File: config.mk
export PLATFORM = sky130hd
export DESIGN_NAME = uart_rx
export DESIGN_NICKNAME = d
export VERILOG_FILES = /design/src/rtl/uart_rx.sv
export SDC_FILE = /design/constraint.sdc
export NUM_CORES = 1
export LEC_CHECK = 0
export ABC_CLOCK_PERIOD_IN_PS = 5250
export BUFFER_PORTS_ARGS = -buffer_cell sky130_fd_sc_hd__buf_4
export CORE_UTILIZATION = 50
export DETAILED_ROUTE_END_ITERATION = 10
export PLACE_DENSITY = 0.69
export RECOVER_POWER = 25
export SYNTH_ARGS = -nofsm -noshare
export SYNTH_HDL_FRONTEND = slang
export SYNTH_SLANG_ARGS = --single-unit
File: constraint.sdc
create_clock -name clk -period 5.25 [get_ports clk]
set_clock_uncertainty 0.15 [all_clocks]
set_input_delay 0.525 -clock clk [delete_from_list [all_inputs] [get_ports clk]]
set_output_delay 0.525 -clock clk [all_outputs]
set_load 0.01 [all_outputs]
File: src/rtl/uart_rx.sv
// uart_rx: 16x-oversampled UART receiver that shares the uart transmitter's baud_set table.
// Optional feature: define UART_RX_PARITY_EN for 8E1 frames with a parity_err strobe (8N1 otherwise).
module uart_rx #(
    parameter int CLK_FREQ = 50_000_000
) (
    input  logic       clk,
    input  logic       rst,
    input  logic [3:0] baud_set,
    input  logic       rs232_rx,
    output logic [7:0] data_byte,
    output logic       rx_done,
    output logic       frame_err,
    output logic       parity_err,
    output logic       busy
);

    // The slowest rate has the largest divider, so it sizes the counter.
    localparam int DIV_MAX = (CLK_FREQ + 8 * 9600) / (16 * 9600);
    localparam int CNT_W   = $clog2(DIV_MAX + 1);

    typedef enum logic [2:0] {
        S_IDLE,
        S_START,
        S_DATA,
`ifdef UART_RX_PARITY_EN
        S_PARITY,
`endif
        S_STOP
    } state_t;

    function automatic int baud_of(input int idx);
        case (idx)
            1:       return 19200;
            2:       return 38400;
            3:       return 57600;
            4:       return 115200;
            default: return 9600;
        endcase
    endfunction

    logic [CNT_W-1:0] div_tab [8];

    for (genvar gi = 0; gi < 8; gi++) begin : g_div
        localparam int BAUD = baud_of(gi);
        localparam int DIV  = (CLK_FREQ + 8 * BAUD) / (16 * BAUD);
        assign div_tab[gi] = CNT_W'(DIV);
    end

    state_t           state_q, state_d;
    logic             sync1_q, sync2_q, rx_d_q;
    logic [CNT_W-1:0] div_cnt_q, div_cnt_d;
    logic [2:0]       baud_idx_q, baud_idx_d;
    logic [3:0]       tick_cnt_q, tick_cnt_d;
    logic [2:0]       bit_idx_q, bit_idx_d;
    logic [1:0]       samp_q, samp_d;
    logic [7:0]       shift_q, shift_d;
    logic [7:0]       data_q, data_d;
    logic             rx_done_q, rx_done_d;
    logic             frame_err_q, frame_err_d;
`ifdef UART_RX_PARITY_EN
    logic             parity_bad_q, parity_bad_d;
    logic             parity_err_q, parity_err_d;
`endif

    logic             start_det;
    logic [2:0]       baud_sel;
    logic [CNT_W-1:0] div_last;
    logic             tick;
    logic             decide;
    logic             last_tick;
    logic             maj;

    always_comb begin
        baud_sel  = (baud_set > 4'd4) ? 3'd0 : baud_set[2:0];
        start_det = (state_q == S_IDLE) && !sync2_q && rx_d_q;
        div_last  = div_tab[baud_idx_q] - CNT_W'(1);
        tick      = (div_cnt_q == div_last);
        decide    = tick && (tick_cnt_q == 4'd9);
        last_tick = tick && (tick_cnt_q == 4'd15);
        // Samples from ticks 7 and 8 plus the live line value at tick 9.
        maj       = (samp_q[0] & samp_q[1]) | (samp_q[0] & sync2_q) | (samp_q[1] & sync2_q);
        // Clearing on the start edge puts every bit's sample window at mid-bit.
        div_cnt_d = (start_det || tick) ? '0 : div_cnt_q + CNT_W'(1);
    end

    always_comb begin
        state_d      = state_q;
        baud_idx_d   = baud_idx_q;
        tick_cnt_d   = tick_cnt_q;
        bit_idx_d    = bit_idx_q;
        samp_d       = samp_q;
        shift_d      = shift_q;
        data_d       = data_q;
        rx_done_d    = 1'b0;
        frame_err_d  = 1'b0;
`ifdef UART_RX_PARITY_EN
        parity_bad_d = parity_bad_q;
        parity_err_d = 1'b0;
`endif

        if (state_q != S_IDLE && tick) begin
            tick_cnt_d = tick_cnt_q + 4'd1;
            if (tick_cnt_q == 4'd7 || tick_cnt_q == 4'd8) begin
                samp_d = {samp_q[0], sync2_q};
            end
        end

        case (state_q)
            S_IDLE: begin
                if (start_det) begin
                    state_d    = S_START;
                    baud_idx_d = baud_sel;
                    tick_cnt_d = 4'd0;
                    bit_idx_d  = 3'd0;
                end
            end
            S_START: begin
                if (decide && maj) begin
                    state_d = S_IDLE;
                end else if (last_tick) begin
                    state_d = S_DATA;
                end
            end
            S_DATA: begin
                if (decide) begin
                    shift_d = {maj, shift_q[7:1]};
                end
                if (last_tick) begin
                    if (bit_idx_q == 3'd7) begin
`ifdef UART_RX_PARITY_EN
                        state_d = S_PARITY;
`else
                        state_d = S_STOP;
`endif
                    end else begin
                        bit_idx_d = bit_idx_q + 3'd1;
                    end
                end
            end
`ifdef UART_RX_PARITY_EN
            S_PARITY: begin
                if (decide) begin
                    parity_bad_d = (maj != ^shift_q);
                end
                if (last_tick) begin
                    state_d = S_STOP;
                end
            end
`endif
            S_STOP: begin
                // Leave at mid-stop so a start edge in the second half is not missed.
                if (decide) begin
                    state_d = S_IDLE;
                    if (!maj) begin
                        frame_err_d = 1'b1;
`ifdef UART_RX_PARITY_EN
                    end else if (parity_bad_q) begin
                        parity_err_d = 1'b1;
`endif
                    end else begin
                        rx_done_d = 1'b1;
                        data_d    = shift_q;
                    end
                end
            end
            default: state_d = S_IDLE;
        endcase
    end

    always_ff @(posedge clk) begin
        if (rst) begin
            state_q      <= S_IDLE;
            sync1_q      <= 1'b1;
            sync2_q      <= 1'b1;
            rx_d_q       <= 1'b1;
            div_cnt_q    <= '0;
            baud_idx_q   <= 3'd0;
            tick_cnt_q   <= 4'd0;
            bit_idx_q    <= 3'd0;
            samp_q       <= 2'b11;
            shift_q      <= 8'h00;
            data_q       <= 8'h00;
            rx_done_q    <= 1'b0;
            frame_err_q  <= 1'b0;
`ifdef UART_RX_PARITY_EN
            parity_bad_q <= 1'b0;
            parity_err_q <= 1'b0;
`endif
        end else begin
            state_q      <= state_d;
            sync1_q      <= rs232_rx;
            sync2_q      <= sync1_q;
            rx_d_q       <= sync2_q;
            div_cnt_q    <= div_cnt_d;
            baud_idx_q   <= baud_idx_d;
            tick_cnt_q   <= tick_cnt_d;
            bit_idx_q    <= bit_idx_d;
            samp_q       <= samp_d;
            shift_q      <= shift_d;
            data_q       <= data_d;
            rx_done_q    <= rx_done_d;
            frame_err_q  <= frame_err_d;
`ifdef UART_RX_PARITY_EN
            parity_bad_q <= parity_bad_d;
            parity_err_q <= parity_err_d;
`endif
        end
    end

    assign data_byte  = data_q;
    assign rx_done    = rx_done_q;
    assign frame_err  = frame_err_q;
    assign busy       = (state_q != S_IDLE);
`ifdef UART_RX_PARITY_EN
    assign parity_err = parity_err_q;
`else
    assign parity_err = 1'b0;
`endif

endmodule

==> qor.yml <==
wl_per_cell_um: 13.5
postCtsSetupBuffers: 0
synth.distinct_cells: 43
nets: 279
cts_buffer_depth: 2
crit_required_ns: 5.27
fp.dieH_um: 68.9
min-delay-path-class: "in2reg"
use_met3_pct: 4.93
rows: 23
ant_nets: 0
drive_gt1_share_pct: 8.88
grt.busiest_layer: "met2"
synth_largest_area_cell: "dfxtp_1"
rsz0062_at_grt: "false"
drt_wl_total_um: 4170
drt_iter0_drc: 58
met1_usage_pct: 24.7
clk_pin_slew_ns: 0.07
worst_hold_slack_ns: 0.268
gp_congestion: 0.801
synth_async_sr_flop_share_pct: 0
finalMaxSlewViolations: 0
relSlewSlack_pct: 26.9
syn_inst: 244
synth_area_leaders: "dfxtp_1 (39%), mux2i_1 (11%), ha_1 (7.3%), nand2b_1 (5.6%), xnor2_1 (3.1%)"
fmax_mhz: 277
dr.pass1.iters: 4
gr-total-overflow: 0
place_hpwl_um: 3030
yosysSeqAreaShare_pct: 39.3
tns_ns: 0
htree_levels: 2
postCtsHoldBufs: 0
yosys.area.top_type_share_pct: 39.3
synth_edf_count: 0
cts_resized: 0
grt_use_total_pct: 20.6
timing.final.crit_share_pct: 68.8
layout_commonest_cell: "dfxtp_1"
clk_latency_ns: 0.29
grt_pass1_wl_um: 7090
numCtsBuffers: 5
syn_area_mm2: 0.00224
final_cell_mix: "dfxtp_1 (44), mux2i_1 (25), nand2b_1 (20), nand2_1 (16), inv_1 (14)"
initial_utilization_pct: 54.0
via_per_inst: 5.46
p_leak_nw: 1.00
die_area_mm2: 0.00475
ir_drop_mv: 0.163
crit_type: "reg2reg"
synth_top_flop_cell: "dfxtp_1"
post-route-min-period_ns: 3.61
fillers: 408
syn_nets: 264
num_io_pins: 19
powerDensity_mw_per_mm2: 235
grt_pass1_vias: 1621
gr-usage-met2_pct: 35.0
fin_ws_ns: 1.64
grt_max_degree: 34
cp.arrival_ns: 3.63
synth_warnings: 0
regArea_um2: 881
pre_cts_ws_ns: 1.62
cap_violations: 0
cts_tree: "yes"
hold_viol: 0
ys_ff_latch: 44
outcome: "finished clean"
areaGrowthSynthToFinish_pct: 8.21
dr_total_vias: 1688
antenna_found_initial: 0
synth.avg_cell_area_um2: 9.18
drc: 0
multiInputGateArea_mm2: 0.00126
die_w_um: 68.9
setup_viol: 0
startpoint_type: "flip-flop"
critPathCaptureType: "flip-flop"
tightest_slew_ns: 1.10
port-buffer-count: 17
root_buffer: "clkbuf_8"
coreArea_mm2: 0.00414
cts_sinks: 44
worstPathMaxFanout: 8
antenna_cells: 0
## critical path, stage by stage, from the launching register on
cell      delay, ns
dfxtp_1        0.40
inv_1          0.12
ha_1           0.35
mux2i_1        0.33
ha_1           0.24
nand3b_1       0.11
a31oi_2        0.20
xnor2_1        0.10
or4_4          0.57
or4_1          0.72
mux2i_1        0.20
## flip-flops by register name, summed over array words and instances (netlist names)
register,flops
state_q,2
sync1_q,1
shift_q,8
rx_d_q,1
tick_cnt_q,4
data_byte,8
frame_err,1
div_cnt_q,9
bit_idx_q,3
samp_q,2
sync2_q,1
rx_done,1
baud_idx_q,3
## layout make-up
cell class / instances / area share (%)
clock buffer: 6 / 2.99
clock inverter: 1 / 0.207
inverter: 14 / 2.17
multi-input combinational: 176 / 51.8
sequential: 44 / 36.3
tap: 50 / 2.58
timing repair buffer: 18 / 3.87
## cell usage after synthesis (all sizes together) (2+ instances only)
| library cell | number |
|---|---|
| a21oi | 4 |
| a41oi | 2 |
| and3 | 6 |
| buf | 4 |
| clkbuf | 6 |
| dfxtp | 44 |
| ha | 13 |
| inv | 14 |
| mux2i | 25 |
| nand2 | 16 |
| nand2b | 20 |
| nand3 | 11 |
| nand3b | 4 |
| nand4 | 5 |
| nor2 | 11 |
| nor2b | 2 |
| nor3 | 12 |
| nor4 | 2 |
| o21ai | 4 |
| o22ai | 3 |
| or2 | 6 |
| or3 | 2 |
| or4 | 2 |
| xnor2 | 8 |
| xor2 | 4 |
## final timing paths
kind,from,endpoint,slack (ns),cells after the start
setup reg to reg,baud_idx_q[0],shift_q[6],1.64,10
setup / recovery,baud_idx_q[0],shift_q[6],1.64,10
hold / removal,rs232_rx,sync1_q,0.27,2
hold reg to reg,sync1_q,sync2_q,0.28,1
## through the flow
step	utilization [%]	total power [mW]	instances	instance area [um2]
2_1_floorplan	-	0.372	244	2240
3_3_place_gp	57.6	0.381	302	2390
3_5_place_dp	57.6	0.381	302	2390
4_1_cts	59.5	0.577	309	2460
5_1_grt	58.5	0.593	309	2420
6_report	58.5	0.568	309	2420
## layer usage
| layer | up-vias | share of wire [%] |
|---|---|---|
| li1 | 869 | - |
| met1 | 784 | 48 |
| met2 | 28 | 47 |
| met3 | 7 | 3.3 |
| met4 | 0 | 1.7 |
| met5 | - | 0 |
## cells by family after synthesis
group | after synthesis | synth area share, %
simple gates | 101 | 24.5
flops | 44 | 39.3
mux | 25 | 11.2
buf+inv | 24 | 4.58
compound gates | 23 | 7.82
fa+ha+maj | 14 | 7.71
xor+xnor | 12 | 4.69
other cells | 1 | 0.167
## where the power goes
group          internal (mW)  switching, mW  leakage [nW]  total [mW]
clock network         0.0904          0.105        0.0410       0.196
logic                 0.0147         0.0166         0.606      0.0312
registers              0.337        0.00452         0.356       0.342
Note: power is estimated with default switching activity, not from simulation.
